<file path="src/rtl/led_breath_sched_pkg.sv">
// Shared types and constants for the RGB breathing LED sequencer.
package led_sched_pkg;
  localparam int DUTY_W     = 10;
  localparam int NUM_PHASES = 7;

  typedef enum logic [2:0] {IDLE, RAMP_UP, HOLD_HI, RAMP_DN, HOLD_LO} state_t;

  // {R,G,B} enable per colour phase; entry 0 sits in the low bits.
  localparam logic [NUM_PHASES-1:0][2:0] PHASE_MASK =
    {3'b111, 3'b101, 3'b011, 3'b110, 3'b001, 3'b010, 3'b100};

  function automatic logic [2:0] phase_mask(input logic [2:0] idx);
    return PHASE_MASK[idx];
  endfunction
endpackage

</file>
<file path="src/rtl/led_breath_sched_if.sv">
// Control inputs and PWM duty outputs of the breathing LED sequencer.
interface led_breath_sched_if;
  import led_sched_pkg::*;
  logic              en;
  logic              pause;
  logic [DUTY_W-1:0] duty_r;
  logic [DUTY_W-1:0] duty_g;
  logic [DUTY_W-1:0] duty_b;
  logic              duty_valid;
  logic [2:0]        phase_idx;
  logic              busy;

  modport master (output en, pause,
                  input  duty_r, duty_g, duty_b, duty_valid, phase_idx, busy);
  modport slave  (input  en, pause,
                  output duty_r, duty_g, duty_b, duty_valid, phase_idx, busy);
endinterface

</file>
<file path="src/rtl/led_breath_sched_step_tick_gen.sv">
// Brightness step strobe: one-cycle tick every TICK_DIV clocks while running.
module step_tick_gen #(
  parameter int CLK_FRE = 50,
  parameter int STEP_HZ = 100
) (
  input  logic clk,
  input  logic rst_n,
  input  logic run,
  input  logic hold,
  output logic tick
);
  localparam int TICK_DIV = CLK_FRE * 1_000_000 / STEP_HZ;
  localparam int CW       = (TICK_DIV > 2) ? $clog2(TICK_DIV) : 1;
  localparam logic [CW-1:0] LAST = CW'(TICK_DIV - 1);

  logic [CW-1:0] cnt;

  // hold keeps the partial interval so a resume finishes it rather than restarting
  always_ff @(posedge clk or negedge rst_n) begin
    if (!rst_n)      cnt <= '0;
    else if (!run)   cnt <= '0;
    else if (!hold)  cnt <= (cnt == LAST) ? '0 : cnt + 1'b1;
  end

  assign tick = run && !hold && (cnt == LAST);
endmodule

</file>
<file path="src/rtl/led_breath_sched.sv">
// Breathing LED sequencer: ramps a shared level up/down per colour phase and drives three duties.
module led_breath_sched
  import led_sched_pkg::*;
#(
  parameter int CLK_FRE    = 50,
  parameter int STEP_HZ    = 100,
  parameter int DUTY_MAX   = 100,
  parameter int HOLD_STEPS = 50
) (
  input  logic              clk,
  input  logic              rst_n,
  led_breath_sched_if.slave bus
);
  localparam logic [DUTY_W-1:0] DMAX      = DUTY_W'(DUTY_MAX);
  localparam logic [9:0]        HOLD_LAST = 10'(HOLD_STEPS - 1);
  localparam logic [2:0]        PH_LAST   = 3'(NUM_PHASES - 1);

  state_t                  state_q, state_d;
  logic [DUTY_W-1:0]       level_q, level_d;
  logic [9:0]              hold_q, hold_d;
  logic [2:0]              phase_q, phase_d;
  logic [2:0]              mask;
  logic [2:0][DUTY_W-1:0]  duty_q, duty_d;
  logic                    dvld_q;
  logic                    tick;

  step_tick_gen #(.CLK_FRE(CLK_FRE), .STEP_HZ(STEP_HZ)) u_tick (
    .clk  (clk),
    .rst_n(rst_n),
    .run  (bus.en && (state_q != IDLE)),
    .hold (bus.pause),
    .tick (tick)
  );

  always_comb begin
    state_d = state_q;
    level_d = level_q;
    hold_d  = hold_q;
    phase_d = phase_q;
    if (!bus.en) begin
      state_d = IDLE;
      level_d = '0;
      hold_d  = '0;
      phase_d = '0;
    end else if (!bus.pause) begin
      unique case (state_q)
        IDLE: begin
          state_d = RAMP_UP;
          level_d = '0;
          hold_d  = '0;
          phase_d = '0;
        end
        RAMP_UP: if (tick) begin
          level_d = (level_q < DMAX) ? level_q + 1'b1 : DMAX;
          if (level_d == DMAX) begin
            state_d = HOLD_HI;
            hold_d  = '0;
          end
        end
        HOLD_HI: if (tick) begin
          if (hold_q == HOLD_LAST) begin
            state_d = RAMP_DN;
            hold_d  = '0;
          end else hold_d = hold_q + 1'b1;
        end
        RAMP_DN: if (tick) begin
          level_d = (level_q != '0) ? level_q - 1'b1 : '0;
          if (level_d == '0) begin
            state_d = HOLD_LO;
            hold_d  = '0;
          end
        end
        HOLD_LO: if (tick) begin
          if (hold_q == HOLD_LAST) begin
            state_d = RAMP_UP;
            hold_d  = '0;
            phase_d = (phase_q == PH_LAST) ? 3'd0 : phase_q + 1'b1;
          end else hold_d = hold_q + 1'b1;
        end
        default: state_d = IDLE;
      endcase
    end
  end

  // duties are registered from next-state values so they land with the level update
  always_comb begin
    mask = phase_mask(phase_d);
    for (int c = 0; c < 3; c++) duty_d[c] = mask[c] ? level_d : '0;
  end

  always_ff @(posedge clk or negedge rst_n) begin
    if (!rst_n) begin
      state_q <= IDLE;
      level_q <= '0;
      hold_q  <= '0;
      phase_q <= '0;
      duty_q  <= '0;
      dvld_q  <= 1'b0;
    end else begin
      state_q <= state_d;
      level_q <= level_d;
      hold_q  <= hold_d;
      phase_q <= phase_d;
      duty_q  <= duty_d;
      dvld_q  <= (duty_d != duty_q);
    end
  end

  assign bus.duty_r     = duty_q[2];
  assign bus.duty_g     = duty_q[1];
  assign bus.duty_b     = duty_q[0];
  assign bus.duty_valid = dvld_q;
  assign bus.phase_idx  = phase_q;
  assign bus.busy       = (state_q != IDLE);
endmodule

</file>
<file path="src/flat_wrapper.sv">
// flat-port wrapper written by rule: the top's interface ports become plain ports
module led_breath_sched_flat import led_sched_pkg::*;
#(
  parameter int CLK_FRE    = 50,
  parameter int STEP_HZ    = 100,
  parameter int DUTY_MAX   = 100,
  parameter int HOLD_STEPS = 50
)
  (clk, rst_n, bus_en, bus_pause, bus_duty_r, bus_duty_g, bus_duty_b, bus_duty_valid, bus_phase_idx, bus_busy);
  led_breath_sched_if bus_i ();
  input  logic clk;
  input  logic rst_n;
  input wire logic [$bits(bus_i.en)-1:0] bus_en;
  input wire logic [$bits(bus_i.pause)-1:0] bus_pause;
  output wire logic [$bits(bus_i.duty_r)-1:0] bus_duty_r;
  output wire logic [$bits(bus_i.duty_g)-1:0] bus_duty_g;
  output wire logic [$bits(bus_i.duty_b)-1:0] bus_duty_b;
  output wire logic [$bits(bus_i.duty_valid)-1:0] bus_duty_valid;
  output wire logic [$bits(bus_i.phase_idx)-1:0] bus_phase_idx;
  output wire logic [$bits(bus_i.busy)-1:0] bus_busy;
  assign bus_i.en = bus_en;
  assign bus_i.pause = bus_pause;
  assign bus_duty_r = bus_i.duty_r;
  assign bus_duty_g = bus_i.duty_g;
  assign bus_duty_b = bus_i.duty_b;
  assign bus_duty_valid = bus_i.duty_valid;
  assign bus_phase_idx = bus_i.phase_idx;
  assign bus_busy = bus_i.busy;
  led_breath_sched #(.CLK_FRE(CLK_FRE), .STEP_HZ(STEP_HZ), .DUTY_MAX(DUTY_MAX), .HOLD_STEPS(HOLD_STEPS)) u_core (.clk(clk), .rst_n(rst_n), .bus(bus_i));
endmodule
</file>
<file path="config.mk">
export PLATFORM = sky130hd
export DESIGN_NAME = led_breath_sched_flat
export DESIGN_NICKNAME = d
export VERILOG_FILES = /design/src/rtl/led_breath_sched_pkg.sv /design/src/rtl/led_breath_sched_if.sv /design/src/rtl/led_breath_sched_step_tick_gen.sv /design/src/rtl/led_breath_sched.sv /design/src/flat_wrapper.sv
export SDC_FILE = /design/constraint.sdc
export NUM_CORES = 1
export LEC_CHECK = 0
export CORE_MARGIN = 4
export CORE_UTILIZATION = 45
export DETAILED_ROUTE_END_ITERATION = 8
export GPL_TIMING_DRIVEN = 1
export PLACE_DENSITY = 0.66
export SETUP_SLACK_MARGIN = 0.15
export SYNTH_ARGS = -nofsm -noshare
export SYNTH_HDL_FRONTEND = slang
export SYNTH_SLANG_ARGS = --single-unit
export TNS_END_PERCENT = 5
</file>
<file path="constraint.sdc">
create_clock -name clk -period 5.42 [get_ports clk]
set_input_delay 0.813 -clock clk [delete_from_list [all_inputs] [get_ports clk]]
set_output_delay 0.813 -clock clk [all_outputs]
set_load 0.01 [all_outputs]
</file>
# == Word level (Yosys, flattened, before mapping) ==
# Memories as Yosys holds them, arrays and structs flattened.
# Cells that the tools add are included.
# W data, S select, Z words.
# totals
reg_bits,76
rom_bits,24
n_memories,1
# mem_list
memory,depth,word_bits,rd,rd_ports_with_merged_regs,wr,line_no,source
(name not given),8,3,1,0,0,led_breath_sched_pkg.sv:13,return PHASE_MASK[idx];
# classes
addsub,5
magnitude_cmp,2
n_eq_ne,21
n_mux,40
reduce_logical,11
# ops
op,n
$mux W10,17
$mux W19,3
$mux W3,16
$pmux W10 S4,1
$ne A30 B30 Y1,1
$pmux W10 S3,1
$ne A3 B2 Y1 const B,9
$add A10 B1 Y10 const B,2
$add A19 B1 Y19 const B,1
$eq A19 B19 Y1 const B,1
$pmux W3 S5,1
$eq A10 B6 Y1 const B,1
$eq A10 B7 Y1 const B,1
$logic_not A10 Y1,1
$lt A10 B7 Y1 const B,1
$reduce_bool A10 Y1,1
$sub A10 B1 Y10 const B,1
$reduce_and A9 Y1,1
$reduce_and A7 Y1,1
$eq A3 B2 Y1 const B,2
$eq A3 B3 Y1 const B,2
$pmux W3 S2,1
$ne A5 B2 Y1 const B,1
$lt A3 B4 Y1 const B,1
other kinds (8),11

# == Depth between registers and ports, before layout ==
# Gate-level depths: netlist of run 1.
# logic_depth
ltp_word,12
depth_mapped,16
ltp_nobuf,16

# == By module ==
# A second synthesis of run 1 with hierarchy kept.
# hier_totals
cells_unflattened,579
area_unflattened_um2,5013.6
# modules_own_cells
module,instances,cells_each,area_per_inst_um2,seq_area_each_um2
led_breath_sched,1,460,3883.7,1426.4
step_tick_gen,1,119,1129.8,475.5

# == Worst setup path before layout of run 1 ==
# OpenSTA, ideal clock, no wires.
# synth_path
path_kind,reg-to-reg
start,register u_core.u_tick.cnt[11]
end,register u_core.dvld_q (netlist: u_core.bus.duty_valid)
setup_ps,70
arrival_ps,3797
t_required_ps,5350
setup_slack_ps,1553
stages_incl_launch_ff,13
n_path_buf,1
period_less_slack_ps,3867
cell_sequence,dfrtp_1 or4b_4 or3_1 nor4_1 a21oi_1 o31ai_2 inv_1 ha_1 nor2_1 clkbuf_1 a21oi_1 o221a_2 nand4_1
# synth_between
elab_chain_cells,10
word_cells_on_any_way,17
cone_classes,eq/ne (2); mux (13); reduce/logical (1); memory (1)
# synth_rtl
element,line_no,source
start: declaration,led_breath_sched_step_tick_gen.sv:16,logic [CW-1:0] cnt;
start signal: assignment,led_breath_sched_step_tick_gen.sv:22,else if (!hold) cnt <= (cnt == LAST) ? '0 : cnt + 1'b1;
$eq A19 B19 Y1 (*),led_breath_sched_step_tick_gen.sv:25,assign tick = run && !hold && (cnt == LAST);
$logic_and A1 B1 Y1 (*),led_breath_sched_step_tick_gen.sv:25,
$mux W3 (*),led_breath_sched.sv:73,HOLD_LO: if (tick) begin
$pmux W3 S2 (*),led_breath_sched.sv:46,unique case (state_q)
$mux W3 (*),led_breath_sched.sv:45,end else if (!bus.pause) begin
$mux W3 (*),led_breath_sched.sv:40,if (!bus.en) begin
named net u_core.phase_d[1],led_breath_sched.sv:21,"logic [2:0] phase_q, phase_d;"
$mem_v2 Z8 W3 (*),--,
$mux W3 (not written as such) (*),led_breath_sched_pkg.sv:13,
$mux W10,led_breath_sched.sv:88,for (int c = 0; c < 3; c++) duty_d[c] = mask[c] ? level_d : '0;
$ne A30 B30 Y1 (*),led_breath_sched.sv:105,dvld_q <= (duty_d != duty_q);
end signal: assignment,led_breath_sched.sv:105,
end: declaration,led_breath_sched.sv:24,logic dvld_q;
# The timed path passes the listed nets; every way through them passes the cells marked *. The select of a mux whose other input is x is not followed.
# A chain may end at the register's enable or synchronous reset.

# == Final worst setup path of run 1 ==
# layout_path
start,input port bus_pause
end,register u_core.dvld_q (netlist: u_core.bus.duty_valid)
# layout_between
elab_chain_cells,11
word_cells_on_any_way,18
cone_classes,eq/ne (1); mux (13); reduce/logical (3); memory (1)
# layout_rtl
element,line_no,source
start: declaration,flat_wrapper.sv:14,input wire logic [$bits(bus_i.pause)-1:0] bus_pause;
$logic_not A1 Y1,--,
$logic_and A1 B1 Y1 (2 in a row),led_breath_sched_step_tick_gen.sv:25,
$mux W3,led_breath_sched.sv:73,
$pmux W3 S2,led_breath_sched.sv:46,
$mux W3,led_breath_sched.sv:45,
$mux W3,led_breath_sched.sv:40,
$mem_v2 Z8 W3,--,
$mux W3 (not written as such),led_breath_sched_pkg.sv:13,
$mux W10,led_breath_sched.sv:88,
$ne A30 B30 Y1 (*),led_breath_sched.sv:105,
# Mark *: on every way between the ends. The rest lies on a longest branch, timed or not. The select of a mux whose other input is x is not followed.

==> results.json, run 1 <==
{
  "status": "completed",
  "start_kind": "input pin",
  "worstSetupPathType": "input pin to flop",
  "grt_pass1_wl_um": 26400,
  "clk_pin_slew_ps": 60,
  "num_rows": 39,
  "cp.required_ps": 5640,
  "wl_um": 16200,
  "ys_seq_area_share_pct": 36.3,
  "grt_pass1_vias": 4979,
  "vias_per_cell": 6.53,
  "drive_above_1_share_pct": 7.68,
  "ctsLongestPathBuffers": 2,
  "fp.dieW_um": 116,
  "fp.dieH_um": 116,
  "drt_first_iter_violations": 474,
  "yosysWarnings": 0,
  "ctsResizeCount": 0,
  "routed-via-count": 5269,
  "clock_latency_ps": 350,
  "max-slew-margin-rel_pct": 24.5,
  "ys_types": 82,
  "finalNonFillerCells": 807,
  "leakagePower_nw": 2.60,
  "postSynthCellCount": 635,
  "cts-root-buf": "clkbuf_16",
  "setup_viol": 0,
  "crit_path_top_delay_cell": "o31ai_2",
  "syn_avg_cell_area_um2": 8.25,
  "ys_ff_latch": 76,
  "ctsHoldBuffers": 0,
  "final_cell_area_mm2": 0.00609,
  "max-vdd-ir-drop_mv": 0.187,
  "max_freq_mhz": 219,
  "ant_nets": 0,
  "n_antenna_cell": 0,
  "crit_path_end_kind": "flop",
  "synth_nets": 646,
  "cts_tree": "yes",
  "hold_violations": 0,
  "skew_ps": 6.48,
  "cpPeakStageDelay_ps": 610,
  "grt_start_max_net_pins": 77,
  "placed_cell_area_mm2": 0.00574,
  "hp-class": "flop to flop",
  "grt_overflow": 0,
  "route.detailed.drc": 0,
  "worst_slew_pin_slew_ps": 1130,
  "synth_edf_count": 0,
  "fin_util_pct": 53.3,
  "h-tree-depth": 3,
  "crit_arrival_ps": 4780,
  "drv_cap": 0,
  "path_cells": "clkdlybuf4s50_1, nor2b_1, nand2_1, nor4_1, a21oi_1, o31ai_2, ha_1, o21ai_0, a41oi_1, a21bo_2, o211ai_1, xor2_1, o211ai_1, nor4_1, nand4_1",
  "dieArea_mm2": 0.0134,
  "nNetsFinal": 670,
  "p_per_area_mw_per_mm2": 248,
  "syn_area_mm2": 0.00524,
  "slew_violations": 0,
  "dp_cells": 791,
  "period_minus_slack_ps": 4570,
  "crit_fanout": 12,
  "gp_congestion": 0.875,
  "finalCritPeriodShare_pct": 84.3,
  "ios": 39,
  "routedWlPerCell_um": 20.0,
  "ys.flop_type": "dfrtp_1",
  "numCtsBuffers": 9,
  "setup_tns_ps": 0,
  "area_growth_pct": 16.3,
  "start_util_pct": 45.9,
  "fillCellCount": 1080,
  "grt_antenna_before_repair": 0,
  "dp_hpwl_um": 11400,
  "first_pass_iters": 4,
  "core_area_mm2": 0.0114,
  "cts.sinks": 76,
  "io_buffers": 38,
  "grtUsageTotal_pct": 25.0,
  "rsz0062_at_grt": "false",
  "async_reset_ff_share_pct": 100,
  "cts_setup_buffers": 0
}
[cell usage after synthesis (4+ instances only)]
library cell,n,area share [%]
nor3b_1,4,0.57
nor2b_1,11,1.3
and2_1,5,0.60
clkbuf_1,30,2.1
o31ai_1,12,1.7
nand2_1,42,3.0
a21oi_1,22,2.1
ha_1,7,1.7
buf_1,4,0.29
xor2_1,7,1.2
nand2b_1,7,0.84
o21ai_1,4,0.38
nand3b_1,5,0.72
o211ai_1,6,0.86
nor3_1,24,2.3
o21ai_0,58,5.5
or2_2,6,0.72
o32ai_1,5,0.84
nor4_1,7,0.84
a211o_1,4,0.67
mux2i_1,7,1.3
and3_1,18,2.1
inv_1,28,2.0
dfrtp_1,76,36
nor2_1,70,5.0
a211oi_1,11,1.6
or4_1,7,1.0
and4_1,4,0.67
a32oi_1,4,0.67
a31oi_1,14,1.7
or3_1,10,1.2
nor4b_1,7,1.2
nand3_1,17,1.6
nand4_1,16,1.9
[report_power, final]
part | total, mW | switching [mW] | internal, mW
clock network | 0.711 | 0.257 | 0.454
registers | 0.592 | 0.0168 | 0.575
logic | 0.207 | 0.143 | 0.0636
[layout by cell type (no fill, tap or decap), drive strengths merged, types with 16 or more instances in the layout]
cell	synthesis	layout
nand3	17	17
and3	18	18
clkdlybuf4s50	0	37
a21oi	22	22
dfrtp	76	76
nor2	71	71
nor3	25	25
inv	28	30
o21ai	62	62
nand2	42	42
nand4	16	16
[state kept, by name, summed over array words and instances, names as in the netlist]
register and count:
u_core.bus.duty_g 10, u_core.bus.duty_r 10, u_core.bus.phase_idx 3, u_core.bus.duty_valid 1
u_core.state_q 3, u_core.level_q 10, u_core.u_tick.cnt 19, u_core.hold_q 10
u_core.bus.duty_b 10
[per-layer routing]
layer / GRT usage [%] / share of wire (%)
met1: 34.9 / 46
met4: 10.4 / 2.1
met2: 38.4 / 46
met3: 4.65 / 6.1
met5: 0 / 0
[stage by stage]
step                      setup WS (ps)  total power [mW]  hold slack, ps
after detailed placement            569             0.806             484
after global placement              757             0.799             457
final                               853              1.51             489
after global routing                448              1.57             517
after floorplan                    1550             0.743             438
after CTS                           903              1.52             492
[layout make-up]
cell class | instances | area [µm²] | area share (%)
Clock buffer | 9 | 225 | 3.70
Clock inverter | 7 | 123 | 2.01
Inverter | 28 | 105 | 1.73
Multi-Input combinational cell | 494 | 3090 | 50.7
Sequential cell | 76 | 1900 | 31.2
Tap cell | 143 | 179 | 2.94
Timing Repair Buffer | 50 | 468 | 7.68
[cell families (layout without fill, tap and decap cells)]
logic type      count (synthesis)  in the layout  synth area share (%)
flops                          76             76                  36.3
buf+inv                        65             94                  4.85
xor+xnor                       10             10                  1.67
simple gates                  279            279                  29.0
mux                             9              9                  1.84
fa+ha+maj                       7              7                  1.67
compound gates                189            189                  24.6
[final timing paths]
check | startpoint | cells past startpoint | endpoint | slack [ps]
worst min register to register | u_core.hold_q[5]$_DFFE_PN0P_ | 1 | u_core.hold_q[5]$_DFFE_PN0P_ | 490
worst max-delay path | bus_pause | 15 | u_core.bus.duty_valid$_DFF_PN0_ | 850
max in group asynchronous | rst_n | 1 | u_core.hold_q[0]$_DFFE_PN0P_ | 4140
worst min-delay path | u_core.hold_q[5]$_DFFE_PN0P_ | 1 | u_core.hold_q[5]$_DFFE_PN0P_ | 490
min in group asynchronous | rst_n | 1 | u_core.state_q[1]$_DFFE_PN0P_ | 590
worst max register to register | u_core.u_tick.cnt[11]$_DFFE_PN0P_ | 14 | u_core.bus.duty_valid$_DFF_PN0_ | 860
[worst max-delay path, delay by kind of cell]
family / cells / cell delay [ps]
AO/OA/AOI/OAI: 7 / 1540
AND/OR/NAND/NOR: 5 / 1370
buffers and inverters: 1 / 600
adder cells (fa/ha/maj): 1 / 280
XOR/XNOR: 1 / 180
No activity file was read; power rests on OpenSTA's default activity.
==> inputs of run 2 (changes only) <==
- PLACE_DENSITY: 0.66 -> 0.68
- clock period: 5.42 -> 4.2 ns (I/O delays scaled with it)
==> results.json, run 2 (synthesized netlist as in run 1, its figures left out) <==
{
  "grtUsageTotal_pct": 24.5,
  "grt_pass1_wl_um": 26100,
  "num_rows": 39,
  "final_common_cell": "dfrtp_1",
  "place_ws_ps": 153,
  "nNetsFinal": 695,
  "multi_input_comb_area_mm2": 0.00312,
  "route.detailed.drc": 0,
  "max_freq_mhz": 264,
  "setup_tns_ps": 0,
  "rr_endpoint": "u_core.bus.duty_valid$_DFF_PN0_",
  "critPathBufInv": 1,
  "setup_viol": 0,
  "crit_path_top_delay_cell": "or4b_4",
  "cp.required_ps": 4410,
  "largest_reg_flops": 19,
  "h-tree-depth": 3,
  "io_buffers": 38,
  "routedWlPerCell_um": 18.9,
  "hp-class": "input pin to async pin",
  "wl_um": 15700,
  "vias_per_cell": 6.36,
  "period_minus_slack_ps": 3790,
  "clk_pin_slew_ps": 60,
  "cts-root-buf": "clkbuf_16",
  "n_antenna_cell": 0,
  "crit_arrival_ps": 4010,
  "dp_hpwl_um": 11300,
  "cpPeakStageDelay_ps": 570,
  "reg2reg_slack_ps": 410,
  "critical-path-top-delay-family": "simple AND/OR/NAND/NOR gates",
  "grt_overflow": 0,
  "first_pass_iters": 7,
  "start_kind": "flop",
  "routed-via-count": 5294,
  "gp_congestion": 0.950,
  "start_util_pct": 45.9,
  "reg2regPathDepth": 15,
  "finalCritPeriodShare_pct": 90.3,
  "slew_violations": 0,
  "layout_setup_ws_ps": 406,
  "grt_start_max_net_pins": 77,
  "regMostFlops": "u_core.u_tick.cnt",
  "worstSetupPathType": "flop to flop",
  "status": "completed",
  "cts_tree": "yes",
  "cts.sinks": 76,
  "p_per_area_mw_per_mm2": 292,
  "path_cells": "or4b_4, or3_4, nor4_2, buf_4, a21oi_1, o31ai_2, ha_1, o21ai_0, a41oi_1, a21bo_2, o211ai_1, xor2_1, o211ai_1, nor4_2, nand4_1",
  "grt_pass1_vias": 5138,
  "met1_usage_pct": 35.5,
  "drt_first_iter_violations": 532,
  "grtUsageMet3_pct": 4.80,
  "crit_path_end_kind": "flop",
  "hold_violations": 0,
  "fp.dieW_um": 116,
  "max-vdd-ir-drop_mv": 0.249,
  "area_growth_pct": 19.5,
  "most-common-layout-cells": "dfrtp_1 (76), nor2_1 (70), o21ai_0 (58), nand2_1 (42), buf_4 (38)",
  "drive_above_1_share_pct": 11.8,
  "skew_ps": 4.88,
  "crit_fanout": 7,
  "core_area_mm2": 0.0114,
  "max-slew-margin-rel_pct": 33.6,
  "ant_nets": 0,
  "met2_usage_pct": 37.1,
  "numCtsBuffers": 9,
  "ios": 39,
  "drv_cap": 0,
  "r2r-start": "u_core.u_tick.cnt[11]$_DFFE_PN0P_",
  "seq_area_mm2": 0.00190,
  "dieArea_mm2": 0.0134,
  "holdWs_ps": 454,
  "ctsLongestPathBuffers": 2,
  "fp.dieH_um": 116,
  "grt_antenna_before_repair": 0,
  "rsz0062_at_grt": "true",
  "ctsHoldBuffers": 0,
  "fillCellCount": 1062,
  "leakagePower_nw": 2.71,
  "globalRoute.busiestLayer": "met2",
  "worst_slew_pin_slew_ps": 996,
  "clock_latency_ps": 350
}
-- run 2: cell types whose count changed in the layout (fill, tap and decap cells not counted), moves of 2 or more --
cell,delta
buf_4,+25
bufinv_16,-2
nor4_1,-2
nor4_2,+2
-- run 2: area by class of cell --
| cell class | instances | area share, % |
|---|---|---|
| Clock buffer | 10 | 3.82 |
| Clock inverter | 6 | 1.02 |
| Inverter | 28 | 1.68 |
| Multi-Input combinational cell | 494 | 49.8 |
| Sequential cell | 76 | 30.4 |
| Tap cell | 143 | 2.86 |
| Timing Repair Buffer | 75 | 10.5 |
-- run 2: worst max-delay path by stage --
stage                                           start                         endpoint  slack (ps)  cells past startpoint
floorplan           u_core.u_tick.cnt[11]$_DFFE_PN0P_  u_core.bus.duty_valid$_DFF_PN0_         330                     12
global placement                               bus_en  u_core.bus.duty_valid$_DFF_PN0_         260                     13
detailed placement                             bus_en  u_core.bus.duty_valid$_DFF_PN0_         150                     13
CTS                 u_core.u_tick.cnt[11]$_DFFE_PN0P_  u_core.bus.duty_valid$_DFF_PN0_         220                     15
global route        u_core.u_tick.cnt[11]$_DFFE_PN0P_  u_core.bus.duty_valid$_DFF_PN0_         120                     15
finish              u_core.u_tick.cnt[11]$_DFFE_PN0P_  u_core.bus.duty_valid$_DFF_PN0_         410                     15
-- run 2: power by group --
| group | leakage [nW] | internal, mW | switching (mW) |
|---|---|---|---|
| logic | 1.50 | 0.0940 | 0.191 |
| registers | 1.06 | 0.742 | 0.0156 |
| clock network | 0.144 | 0.475 | 0.313 |
-- run 2: timing repair --
action / in CTS / in global routing
gates resized for setup: 0 / 6
setup buffers: 0 / 1
setup endpoints to repair: 0 / 6
-- run 2: routing by layer --
metal	up-vias	wire length [µm]
met2	197	7250
met4	0	262
met1	2589	7150
met5	-	0
met3	19	1060
li1	2489	-
-- run 2: worst reg2reg max path: stages, from the launching register on --
cell	delay (ps)
dfrtp_1	440
or4b_4	570
or3_4	440
nor4_2	270
buf_4	160
a21oi_1	70
o31ai_2	270
ha_1	230
o21ai_0	90
a41oi_1	160
a21bo_2	260
o211ai_1	140
xor2_1	170
o211ai_1	130
nor4_2	180
nand4_1	110
-- run 2: through the flow --
step / std cells / cell area, µm² / power, mW / util [%]
after CTS: 831 / 6230 / 1.84 / 54.5
after floorplan: 635 / 5240 / 0.959 / -
after detailed placement: 815 / 5920 / 1.05 / 51.9
after global routing: 832 / 6260 / 1.92 / 54.8
final: 832 / 6260 / 1.83 / 54.8
after global placement: 815 / 5920 / 1.04 / 51.9
==> inputs of run 3 (changes only) <==
- ABC_CLOCK_PERIOD_IN_PS: not set -> 4200
- RECOVER_POWER: not set -> 50
==> results.json, run 3 (synthesized netlist as in run 1, its figures left out) <==
{
  "wl_um": 15700,
  "critPathBufInv": 1,
  "crit_fanout": 7,
  "grt_overflow": 0,
  "hp-class": "flop to flop",
  "critical-path-top-delay-family": "simple AND/OR/NAND/NOR gates",
  "crit_arrival_ps": 4000,
  "nNetsFinal": 695,
  "ant_nets": 0,
  "n_antenna_cell": 0,
  "clock_latency_ps": 340,
  "final_common_cell": "dfrtp_1",
  "violations": "capacitance limit, slew limit",
  "cts_tree": "yes",
  "dieArea_mm2": 0.0134,
  "drive_above_1_share_pct": 11.8,
  "grtUsageTotal_pct": 24.5,
  "worstSetupPathType": "flop to flop",
  "leakagePower_nw": 2.77,
  "max-slew-margin-rel_pct": -29.7,
  "cts-root-buf": "clkbuf_16",
  "regMostFlops": "u_core.u_tick.cnt",
  "crit_top_cell": "nor4_2",
  "ctsHoldBuffers": 0,
  "setup_viol": 0,
  "max_freq_mhz": 264,
  "start_kind": "flop",
  "h-tree-depth": 3,
  "vias_per_cell": 6.39,
  "start_util_pct": 45.9,
  "grt_start_max_net_pins": 77,
  "most-common-layout-cells": "dfrtp_1 (76), nor2_1 (70), o21ai_0 (58), nand2_1 (42), buf_4 (37)",
  "crit_path_top_delay_cell": "or4b_4",
  "rsz0062_at_grt": "true",
  "grt_pass1_vias": 5138,
  "largest_reg_flops": 19,
  "cts.sinks": 76,
  "path_cells": "or4b_4, or3_4, nor4_2, buf_4, and4b_1, o31ai_2, ha_1, o21ai_0, a41oi_1, a21bo_2, o21ai_2, a221oi_2, o2111ai_1, nor4_2, nand4_1",
  "drt_first_iter_violations": 522,
  "drv_cap": 1,
  "gp_congestion": 0.950,
  "clk_pin_slew_ps": 60,
  "routedWlPerCell_um": 18.9,
  "grt_pass1_wl_um": 26100,
  "ios": 39,
  "slew_violations": 77,
  "fp.dieH_um": 116,
  "finalCritPeriodShare_pct": 90.2,
  "area_growth_pct": 19.5,
  "fp.dieW_um": 116,
  "setup_tns_ps": 0,
  "io_buffers": 38,
  "max-vdd-ir-drop_mv": 0.248,
  "status": "finished, violations left",
  "routed-via-count": 5314,
  "route.detailed.drc": 0,
  "num_rows": 39,
  "cp.required_ps": 4410,
  "hold_violations": 0,
  "grt_antenna_before_repair": 0,
  "numCtsBuffers": 9,
  "core_area_mm2": 0.0114,
  "skew_ps": 6.16,
  "worst_slew_pin_slew_ps": 1950,
  "p_per_area_mw_per_mm2": 292,
  "period_minus_slack_ps": 3790,
  "dp_hpwl_um": 11300,
  "fin_util_pct": 54.8,
  "ctsLongestPathBuffers": 2,
  "cpPeakStageDelay_ps": 570,
  "first_pass_iters": 5,
  "crit_path_end_kind": "flop"
}
-- run 3: changes by cell type in the layout (fill, tap and decap cells not counted) --
| cell | delta |
|---|---|
| buf_4 | -1 |
| clkbuf_2 | +1 |
| clkdlybuf4s50_1 | -17 |
| dlygate4sd3_1 | +17 |
-- run 3: power by group --
group	switching, mW	total, mW	internal [mW]
clock	0.311	0.786	0.475
sequential	0.0159	0.758	0.742
combinational	0.190	0.283	0.0937
-- run 3: path summary, 6_finish.rpt --
path	from	to	slack (ps)	depth (start not counted)
hold reg to reg	u_core.hold_q[5]$_DFFE_PN0P_	u_core.hold_q[5]$_DFFE_PN0P_	490	1
min in group asynchronous	rst_n	u_core.level_q[0]$_DFF_PN0_	840	1
setup reg to reg	u_core.u_tick.cnt[11]$_DFFE_PN0P_	u_core.bus.duty_valid$_DFF_PN0_	410	15
max in group asynchronous	rst_n	u_core.u_tick.cnt[12]$_DFFE_PN0P_	2220	1
hold / removal	u_core.hold_q[5]$_DFFE_PN0P_	u_core.hold_q[5]$_DFFE_PN0P_	490	1
setup / recovery	u_core.u_tick.cnt[11]$_DFFE_PN0P_	u_core.bus.duty_valid$_DFF_PN0_	410	15
-- run 3: worst register-to-register path, cell delays in order, from the launching register on --
cell and delay [ps]:
dfrtp_1 440, or4b_4 570, or3_4 440, nor4_2 270, buf_4 160, and4b_1 200
o31ai_2 100, ha_1 210, o21ai_0 80, a41oi_1 50, a21bo_2 230, o21ai_2 100
a221oi_2 250, o2111ai_1 170, nor4_2 290, nand4_1 110
-- run 3: cell type report --
type                       count  area [µm²]
fill                        1063        5160
multi-input combinational    494        3120
sequential                    76        1900
timing repair buffer          75         653
clock buffer                  10         239
tap                          143         179
inverter                      28         105
clock inverter                 6        63.8
-- run 3: stage by stage --
stage / power (mW) / instance area [µm²] / worst slack [ps] / hold WS [ps] / std cells
final: 1.83 / 6260 / 410 / 492 / 832
after global routing: 1.92 / 6260 / 125 / 528 / 832
after CTS: 1.84 / 6230 / 225 / 495 / 831
after detailed placement: 1.05 / 5920 / 153 / 491 / 815
after global placement: 1.04 / 5920 / 261 / 457 / 815
after floorplan: 0.959 / 5240 / 333 / 334 / 635
-- run 3: layer usage --
layer | vias up | part of all wire, % | GRT usage (%)
met1 | 2581 | 46 | 35.5
met2 | 215 | 46 | 37.1
met5 | - | 0 | 0
met4 | 0 | 1.7 | 7.89
li1 | 2494 | - | -
met3 | 24 | 6.7 | 4.80
-- run 3: what timing repair did --
item / CTS / global route
endpoints found under the setup margin: 0 / 6
buffers inserted: 0 / 1
resized for setup: 0 / 6
